File: src/rtl/interval_meter_pkg.sv
// Shared definitions for the interval meter:
// FSM state codes and default count geometry.
package interval_meter_pkg;

  typedef enum logic [1:0] {
    S_IDLE = 2'd0,
    S_RUN  = 2'd1,
    S_DONE = 2'd2
  } state_t;

  localparam int DEF_WIDTH = 14;
  localparam int DEF_MAX   = 9999;

endpackage

File: src/rtl/interval_meter_sat_counter.sv
// Saturating up-counter with synchronous clear.
// Clear wins over increment; increment at MAX is a no-op.
module sat_counter
  import interval_meter_pkg::*;
#(
  parameter int WIDTH = DEF_WIDTH,
  parameter int MAX   = DEF_MAX
) (
  input  logic             clk,
  input  logic             clr,
  input  logic             inc,
  output logic [WIDTH-1:0] q,
  output logic             at_max
);

  localparam logic [WIDTH-1:0] MAXV = WIDTH'(MAX);

  assign at_max = (q == MAXV);

  always_ff @(posedge clk) begin
    if (clr) begin
      q <= '0;
    end else if (inc && !at_max) begin
      q <= q + WIDTH'(1);
    end
  end

endmodule

File: src/rtl/interval_meter.sv
// Counts time-base ticks between start and stop events;
// the result saturates at MAX and is flagged valid/overflow.
module interval_meter
  import interval_meter_pkg::*;
#(
  parameter int WIDTH = DEF_WIDTH,
  parameter int MAX   = DEF_MAX
) (
  input  logic             clk,
  input  logic             rst,
  input  logic             tick,
  input  logic             start,
  input  logic             stop,
  output logic [WIDTH-1:0] count,
  output logic             busy,
  output logic             valid,
  output logic             overflow
);

  state_t state_q, state_d;
  logic   busy_q, busy_d;
  logic   valid_q, valid_d;
  logic   ovf_q, ovf_d;
  logic   clr, inc, at_max;

  sat_counter #(
    .WIDTH(WIDTH),
    .MAX  (MAX)
  ) u_cnt (
    .clk   (clk),
    .clr   (clr | rst),
    .inc   (inc),
    .q     (count),
    .at_max(at_max)
  );

  always_ff @(posedge clk) begin
    if (rst) begin
      state_q <= S_IDLE;
      busy_q  <= 1'b0;
      valid_q <= 1'b0;
      ovf_q   <= 1'b0;
    end else begin
      state_q <= state_d;
      busy_q  <= busy_d;
      valid_q <= valid_d;
      ovf_q   <= ovf_d;
    end
  end

  always_comb begin
    state_d = state_q;
    busy_d  = busy_q;
    valid_d = valid_q;
    ovf_d   = ovf_q;
    clr     = 1'b0;
    inc     = 1'b0;
    case (state_q)
      S_IDLE, S_DONE: begin
        if (start) begin
          state_d = S_RUN;
          clr     = 1'b1;
          busy_d  = 1'b1;
          valid_d = 1'b0;
          ovf_d   = 1'b0;
        end
      end
      S_RUN: begin
        // a tick arriving at MAX overflows even if stop is also seen
        if (tick && at_max) begin
          state_d = S_DONE;
          busy_d  = 1'b0;
          valid_d = 1'b1;
          ovf_d   = 1'b1;
        end else begin
          inc = tick;
          if (stop) begin
            state_d = S_DONE;
            busy_d  = 1'b0;
            valid_d = 1'b1;
            ovf_d   = 1'b0;
          end
        end
      end
      default: begin
        state_d = S_IDLE;
        clr     = 1'b1;
        busy_d  = 1'b0;
        valid_d = 1'b0;
        ovf_d   = 1'b0;
      end
    endcase
  end

  assign busy     = busy_q;
  assign valid    = valid_q;
  assign overflow = ovf_q;

endmodule

File: config.mk
export PLATFORM = sky130hd
export DESIGN_NAME = interval_meter
export DESIGN_NICKNAME = d
export VERILOG_FILES = /design/src/rtl/interval_meter_pkg.sv /design/src/rtl/interval_meter_sat_counter.sv /design/src/rtl/interval_meter.sv
export SDC_FILE = /design/constraint.sdc
export NUM_CORES = 1
export LEC_CHECK = 0
export ABC_AREA = 1
export CAP_MARGIN = 25
export CORE_ASPECT_RATIO = 0.7
export CORE_MARGIN = 2
export CORE_UTILIZATION = 41
export DETAILED_ROUTE_END_ITERATION = 6
export HOLD_SLACK_MARGIN = 0.03
export PLACE_DENSITY = 0.64
export SKIP_CTS_REPAIR_TIMING = 1
export SKIP_LAST_GASP = 1
export SLEW_MARGIN = 25
export SYNTH_ARGS = -nofsm -noshare
export SYNTH_HDL_FRONTEND = slang
export SYNTH_SLANG_ARGS = --single-unit
File: constraint.sdc
create_clock -name clk -period 3.5 [get_ports clk]
set_input_delay 0.7 -clock clk [delete_from_list [all_inputs] [get_ports clk]]
set_output_delay 0.7 -clock clk [all_outputs]
set_load 0.01 [all_outputs]
==> results.toml, run 1 <==
[layout]
multiInputGateArea_um2 = 621
fillers = 262
seqCellArea_um2 = 360
final_layout_size_suffix_gt1_share_pct = 5.18
final_cells = 227
fin_nets = 200
syn_to_final_growth_pct = 26.0
antenna_cells = 0
stdcell_area_um2 = 1360
fin_util_pct = 54.7

[sta]
final_max_slew_viol_count = 0
rsz0062_at_grt = "no"
fin_hold_ws_ps = 472
fin_ws_ps = 1430
slew_headroom_pct = 62.4
hold_viol_final = 0
skew_ps = 4.67
min_period_ps = 2070
period_share_pct = 59.0
setup_viol = 0
worst_pin_slew_ps = 563
fmax_mhz = 484
fin_tns_setup_ps = 0

[logic_synthesis]
synthTopCellsByCount = "nand2_1, nor2_1, dfxtp_1, inv_1, a21oi_1"
ys.flop_type = "dfxtp_1"
syn_area_per_cell_um2 = 6.29
mappedNetlistNets = 177
synth_edf_count = 0
mappedNetlistArea_um2 = 1080
synth.most_common_cell = "nand2_1"
synthCells = 171
async_flop_share_pct = 0
yosys.area.top_type = "dfxtp_1"
ys_types = 20
yosys.area.top_type_share_pct = 33.5
ys_top_cells_by_area = "dfxtp_1, nand2_1, nor2_1, a21oi_1, inv_1"
ys_seq_area_share_pct = 33.5
synth-seq-cells = 18
synth_warnings = 0

[pwr]
total_leakage_power_nw = 0.465
power_mw = 0.415
irDropWorstVdd_mv = 0.249
p_per_area_nw_per_um2 = 306

[worst_setup_path]
crit_arrival_ps = 1370
cp_max_fo = 7
critPathRequiredTime_ps = 2800
path_buf_inv = 1
critPathKind = "register to output pin"
worstSetupStartpointType = "register"
critical-path-max-stage-delay_ps = 610
crit_chain = "clkdlybuf4s50_1"
cpLargestDelayFamily = "buffers and inverters"
critPathSlowestCell = "clkdlybuf4s50_1"
critPathCaptureType = "output pin"

[place]
place_area_um2 = 1300
place_inst = 223
place_ws_ps = 1380
port_buffers = 21
gp_congestion = 0.878
hpwl_mm = 2.03

[detailed_routing]
highest_layer = "met4"
wl_met1_mm = 1.47
drt-total-wl_mm = 2.74
antenna_left = 0
met3_length_um = 183
drt_iter0_drc = 54
vias = 1113
drt-pass1-iter-count = 6
vias_per_cell = 4.90
drc = 0
routedWlPerCell_um = 12.1
wl_met2_mm = 1.07

[floorplanning]
core_area_um2 = 2480
die_y_um = 46.9
ioPinCount = 22
start_util_pct = 43.4
rows = 15
die_x_um = 65.2
fp.dieArea_um2 = 3060

[global_route]
grt_usage_pct = 19.9
grt_pass1_wl_mm = 4.44
grt_overflow = 0
grt_pass1_vias = 947
grt_max_degree = 15
grt_antenna_before_repair = 0

[clock_network]
h-tree-depth = 1
clock_latency_ps = 260
cts_root_buf = "clkbuf_8"
path_clk_slew_ps = 70
clock_path_buffers = 2
cts_tree = "done"
cts_buffers = 3
cts_sinks = 18

[run]
cap_violations = 0

[min_path]
hp-class = "register to register"

[status]
status = "finished clean"
-- cells in the final DEF (no fill, tap or decap), types with 2 or more instances in the layout --
master	n
nand2_1	59
nor2_1	22
clkdlybuf4s50_1	21
inv_1	18
dfxtp_1	18
a21oi_1	16
nand3_1	8
xor2_1	6
nand4_1	4
clkbuf_8	4
nor2_2	3
o21ai_0	3
nor3_1	3
nand3b_1	2
-- where the power goes --
group	leakage [nW]	total [mW]	switching, mW	internal (mW)
Combinational	0.291	0.0329	0.0201	0.0128
Clock	0.0288	0.172	0.0718	0.100
Sequential	0.146	0.210	0.00253	0.208
-- cell type report --
type                            instances  share of cell area, %
Timing Repair Buffer                   21                   15.5
Multi-Input combinational cell        132                   45.8
Sequential cell                        18                   26.6
Clock buffer                            4                   4.06
Inverter                               18                   4.98
Tap cell                               34                   3.14
-- per-layer routing --
layer  global-route usage (%)  vias to the layer above
met3                     5.28                        2
met4                     5.00                        0
met1                     28.9                      482
li1                         -                      588
met5                        0                        -
met2                     29.6                       41
-- worst paths after layout --
check,startpoint,end,slack (ps),cells past startpoint
setup reg to reg,u_cnt.q[0],u_cnt.q[9],1700,8
setup / recovery,u_cnt.q[4],count[4],1430,1
hold reg to reg,busy,busy,470,2
hold / removal,busy,busy,470,2
-- registers in the layout (all words and copies together) (netlist names) --
register  cells
u_cnt.q      14
state_q       1
valid         1
busy          1
overflow      1
-- cell families after synthesis --
group	synth area share, %
compound gates	8.84
xor+xnor	5.70
flops	33.5
fa+ha+maj	1.16
simple gates	42.0
buf+inv	8.84
No activity file was read; power rests on OpenSTA's default activity.
==> inputs of run 2 (changes only) <==
- clock period: 3.5 -> 2.1 ns (I/O delays scaled with it)
==> results.toml, run 2 (synthesis gave the netlist of run 1 again) <==
[floorplanning]
core_area_um2 = 2480
start_util_pct = 43.4
ioPinCount = 22
fp.dieArea_um2 = 3060
rows = 15
die_x_um = 65.2
die_y_um = 46.9

[clock_network]
cts_root_buf = "clkbuf_8"
h-tree-depth = 1
cts_buffers = 3
clock_latency_ps = 250
cts_sinks = 18
path_clk_slew_ps = 70
clock_path_buffers = 2
cts_tree = "done"

[min_path]
hp-class = "register to register"
min_from = "busy"

[worst_setup_path]
critPathKind = "register to register"
crit_chain = "ha_1 -> nand2_1 -> nor2_4 -> nand4_1 -> nor2_2 -> nor2_2 -> buf_4 -> o21ai_0 -> nor2_1"
critPathCaptureType = "register"
crit_top_cell = "nor2_2"
crit_arrival_ps = 1940
worstSetupStartpoint = "u_cnt.q[0]"
critical-path-max-stage-delay_ps = 420
worstReg2RegStart = "u_cnt.q[0]"
cp_max_fo = 14
cpLargestDelayFamily = "simple AND/OR/NAND/NOR gates"
worstSetupStartpointType = "register"
critPathRequiredTime_ps = 2250
critPathSlowestCell = "dfxtp_1"
path_buf_inv = 1

[layout]
top_register = "u_cnt.q"
mostFrequentLayoutCells = "nand2_1, nor2_1, clkdlybuf4s50_1"
final_common_cell = "nand2_1"
final_layout_size_suffix_gt1_share_pct = 5.18
antenna_cells = 0
syn_to_final_growth_pct = 25.5
fin_nets = 201
largest_reg_flops = 14

[place]
place_ws_ps = 268
port_buffers = 21
gp_congestion = 0.869
hpwl_mm = 2.01

[sta]
hold_viol_final = 0
fin_ws_ps = 311
rsz0062_at_grt = "no"
min_period_ps = 1790
fmax_mhz = 559
fin_tns_setup_ps = 0
setup_viol = 0
slew_headroom_pct = 73.3
final_max_slew_viol_count = 0
worst_pin_slew_ps = 397
skew_ps = 2.14
period_share_pct = 85.2

[pwr]
power_frac_comb_pct = 8.6
switchingPower_mw = 0.153
seqPwrFrac_pct = 53.9
total_leakage_power_nw = 0.463
p_per_area_nw_per_um2 = 481
p_int_mw = 0.497
switching_share_pct = 23.5
clkPwrFrac_pct = 37.5
irDropWorstVdd_mv = 0.287

[detailed_routing]
vias_per_cell = 4.90
drt-pass1-iter-count = 4
vias = 1112
drt_iter0_drc = 73
drt-total-wl_mm = 2.64
drc = 0
routedWlPerCell_um = 11.6
antenna_left = 0

[global_route]
grt_antenna_before_repair = 0
grt_pass1_wl_mm = 4.42
grt_pass1_vias = 951
grt_max_degree = 15
grt_overflow = 0
grt_usage_pct = 19.6

[run]
cap_violations = 0

[status]
status = "finished clean"
-- run 2: worst paths after layout --
path,to,slack [ps],cells past startpoint
hold reg to reg,busy,470,2
setup reg to reg,u_cnt.q[1],310,9
setup / recovery,u_cnt.q[1],310,9
hold / removal,busy,470,2
-- run 2: layout make-up --
cell class	instances	area, um2
Timing Repair Buffer	22	218
Clock buffer	3	41.3
Fill cell	269	1130
Sequential cell	18	360
Inverter	18	67.6
Tap cell	34	42.5
Multi-Input combinational cell	132	621
-- run 2: per-layer routing --
| metal | vias up | wire [um] | share of wire [%] | global-route usage (%) |
|---|---|---|---|---|
| met2 | 32 | 1040 | 39 | 30.2 |
| met3 | 5 | 176 | 6.7 | 5.52 |
| met4 | 0 | 29 | 1.1 | 6.25 |
| met5 | - | 0 | 0 | 0 |
| met1 | 492 | 1390 | 53 | 27.1 |
| li1 | 583 | - | - | - |
-- run 2: power groups by stage --
stage	Sequential, mW	Combinational, mW	Clock [mW]
finish	0.350	0.0558	0.243
global route	0.351	0.0630	0.263
detailed placement	0.358	0.0562	0
floorplan	0.360	0.0321	0
CTS	0.350	0.0563	0.249
global placement	0.358	0.0558	0
-- run 2: stage by stage --
step | total power [mW] | cell area (um2) | utilization [%] | cells | hold WS, ps
after global placement | 0.414 | 1310 | 52.8 | 224 | 458
after detailed placement | 0.414 | 1310 | 52.8 | 224 | 462
after global routing | 0.677 | 1350 | 54.5 | 227 | 500
after floorplan | 0.392 | 1080 | - | 171 | 477
final | 0.649 | 1350 | 54.5 | 227 | 467
after CTS | 0.656 | 1350 | 54.5 | 227 | 472
-- run 2: tightest hold or removal path, stage by stage, from the launching register on --
cell	delay, ps
dfxtp_1	310
nand2_1	60
a21oi_1	50
==> inputs of run 3 (changes only) <==
- CORE_ASPECT_RATIO: 0.7 -> 0.75
- clock period: 2.1 -> 1.75 ns (I/O delays scaled with it)
==> results.toml, run 3 (synthesis gave the netlist of run 1 again) <==
[sta]
slew_headroom_pct = 72.1
period_share_pct = 96.1
rsz0062_at_grt = "no"
fin_tns_setup_ps = 0
hold_viol_final = 0
fin_hold_ws_ps = 476
worst_pin_slew_ps = 416
final_max_slew_viol_count = 0
min_period_ps = 1680
fmax_mhz = 594
skew_ps = 6.05
setup_viol = 0

[min_path]
hold_depth = 2
min_from = "overflow"
hold_end = "overflow"
hp-class = "register to register"

[pwr]
irDropWorstVdd_mv = 0.267
power_mw = 0.758
p_per_area_nw_per_um2 = 547
total_leakage_power_nw = 0.482

[worst_setup_path]
critPathKind = "register to output pin"
worstReg2RegStart = "u_cnt.q[0]"
cp_max_fo = 5
reg2reg_setup_slack_ps = 200
ff2ff_path_depth = 7
r2r-end = "u_cnt.q[12]"
crit_arrival_ps = 1330
critPathRequiredTime_ps = 1400
worstSetupStartpointType = "register"
critPathCaptureType = "output pin"

[place]
gp_congestion = 0.899
hpwl_mm = 2.03
port_buffers = 21
place_area_um2 = 1330

[clock_network]
cts_sinks = 18
clock_path_buffers = 2
cts_tree = "done"
path_clk_slew_ps = 110
clock_latency_ps = 300
h-tree-depth = 1
cts_root_buf = "clkbuf_4"
cts_buffers = 3

[layout]
final_common_cell = "nand2_1"
mostFrequentLayoutCells = "nand2_1, nor2_1, clkdlybuf4s50_1"
seqCellArea_um2 = 365
top_register = "u_cnt.q"
largest_reg_flops = 14
final_layout_size_suffix_gt1_share_pct = 9.14
fillers = 272
syn_to_final_growth_pct = 28.7
fin_nets = 204
antenna_cells = 0
stdcell_area_um2 = 1390
fin_util_pct = 54.5
multiInputGateArea_um2 = 631

[detailed_routing]
vias = 1135
antenna_left = 0
drt-pass1-iter-count = 4
drt-total-wl_mm = 2.75
routedWlPerCell_um = 11.8
drc = 0
vias_per_cell = 4.87
drt_iter0_drc = 75

[run]
cap_violations = 0

[floorplanning]
start_util_pct = 42.3
die_y_um = 48.4
core_area_um2 = 2540
ioPinCount = 22
fp.dieArea_um2 = 3050
die_x_um = 63.2
rows = 16

[global_route]
grt_pass1_wl_mm = 4.58
grt_overflow = 0
grt_max_degree = 15
grt_usage_pct = 19.2
grt_antenna_before_repair = 0
grt_pass1_vias = 996

[status]
status = "finished clean"
-- run 3: cell types whose count changed in the layout (fill, tap and decap cells not counted), sizes merged --
cell    previous run  this run
buf                1         4
clkbuf             3         4
-- run 3: worst max-delay path, stage by stage (launching register included) --
cell             delay (ps)
dfxtp_1                 370
buf_4                   140
clkdlybuf4s50_1         530
-- run 3: cell type report --
type                    instances  area share [%]
flip-flops and latches         18            26.4
well taps                      36            3.25
inverters                      18            4.88
multi-input cells             132            45.5
repair buffers                 25            17.3
clock buffers                   4            2.62
-- run 3: metal layers --
layer | wire, um | share of wire, % | track usage [%] | vias to the layer above
li1 | - | - | - | 593
met2 | 1190 | 43 | 27.7 | 36
met1 | 1350 | 49 | 27.8 | 502
met3 | 170 | 6.2 | 5.81 | 4
met5 | 0 | 0 | 0 | -
met4 | 30 | 1.1 | 4.44 | 0
-- run 3: power breakdown --
part	internal, mW	switching [mW]	total (mW)
clock network	0.127	0.136	0.263
registers	0.416	0.00433	0.420
logic	0.0309	0.0437	0.0747
total	0.574	0.184	0.758
-- run 3: how the worst max path moves through the flow --
stage,start,end,slack (ps),cells after the start
2_1_floorplan,u_cnt.q[0],u_cnt.q[10],190,9
3_3_place_gp,tick,u_cnt.q[7],50,6
3_5_place_dp,tick,u_cnt.q[5],20,5
4_1_cts,u_cnt.q[4],count[4],4,1
5_1_grt,u_cnt.q[9],count[9],0.5,1
6_report,u_cnt.q[0],count[0],70,2
-- run 3: stage by stage --
| step | worst slack [ps] | std cells |
|---|---|---|
| 2_1_floorplan | 190 | 171 |
| 3_3_place_gp | 47.8 | 229 |
| 3_5_place_dp | 15.3 | 229 |
| 4_1_cts | 4.08 | 233 |
| 5_1_grt | 0.536 | 233 |
| 6_report | 67.8 | 233 |
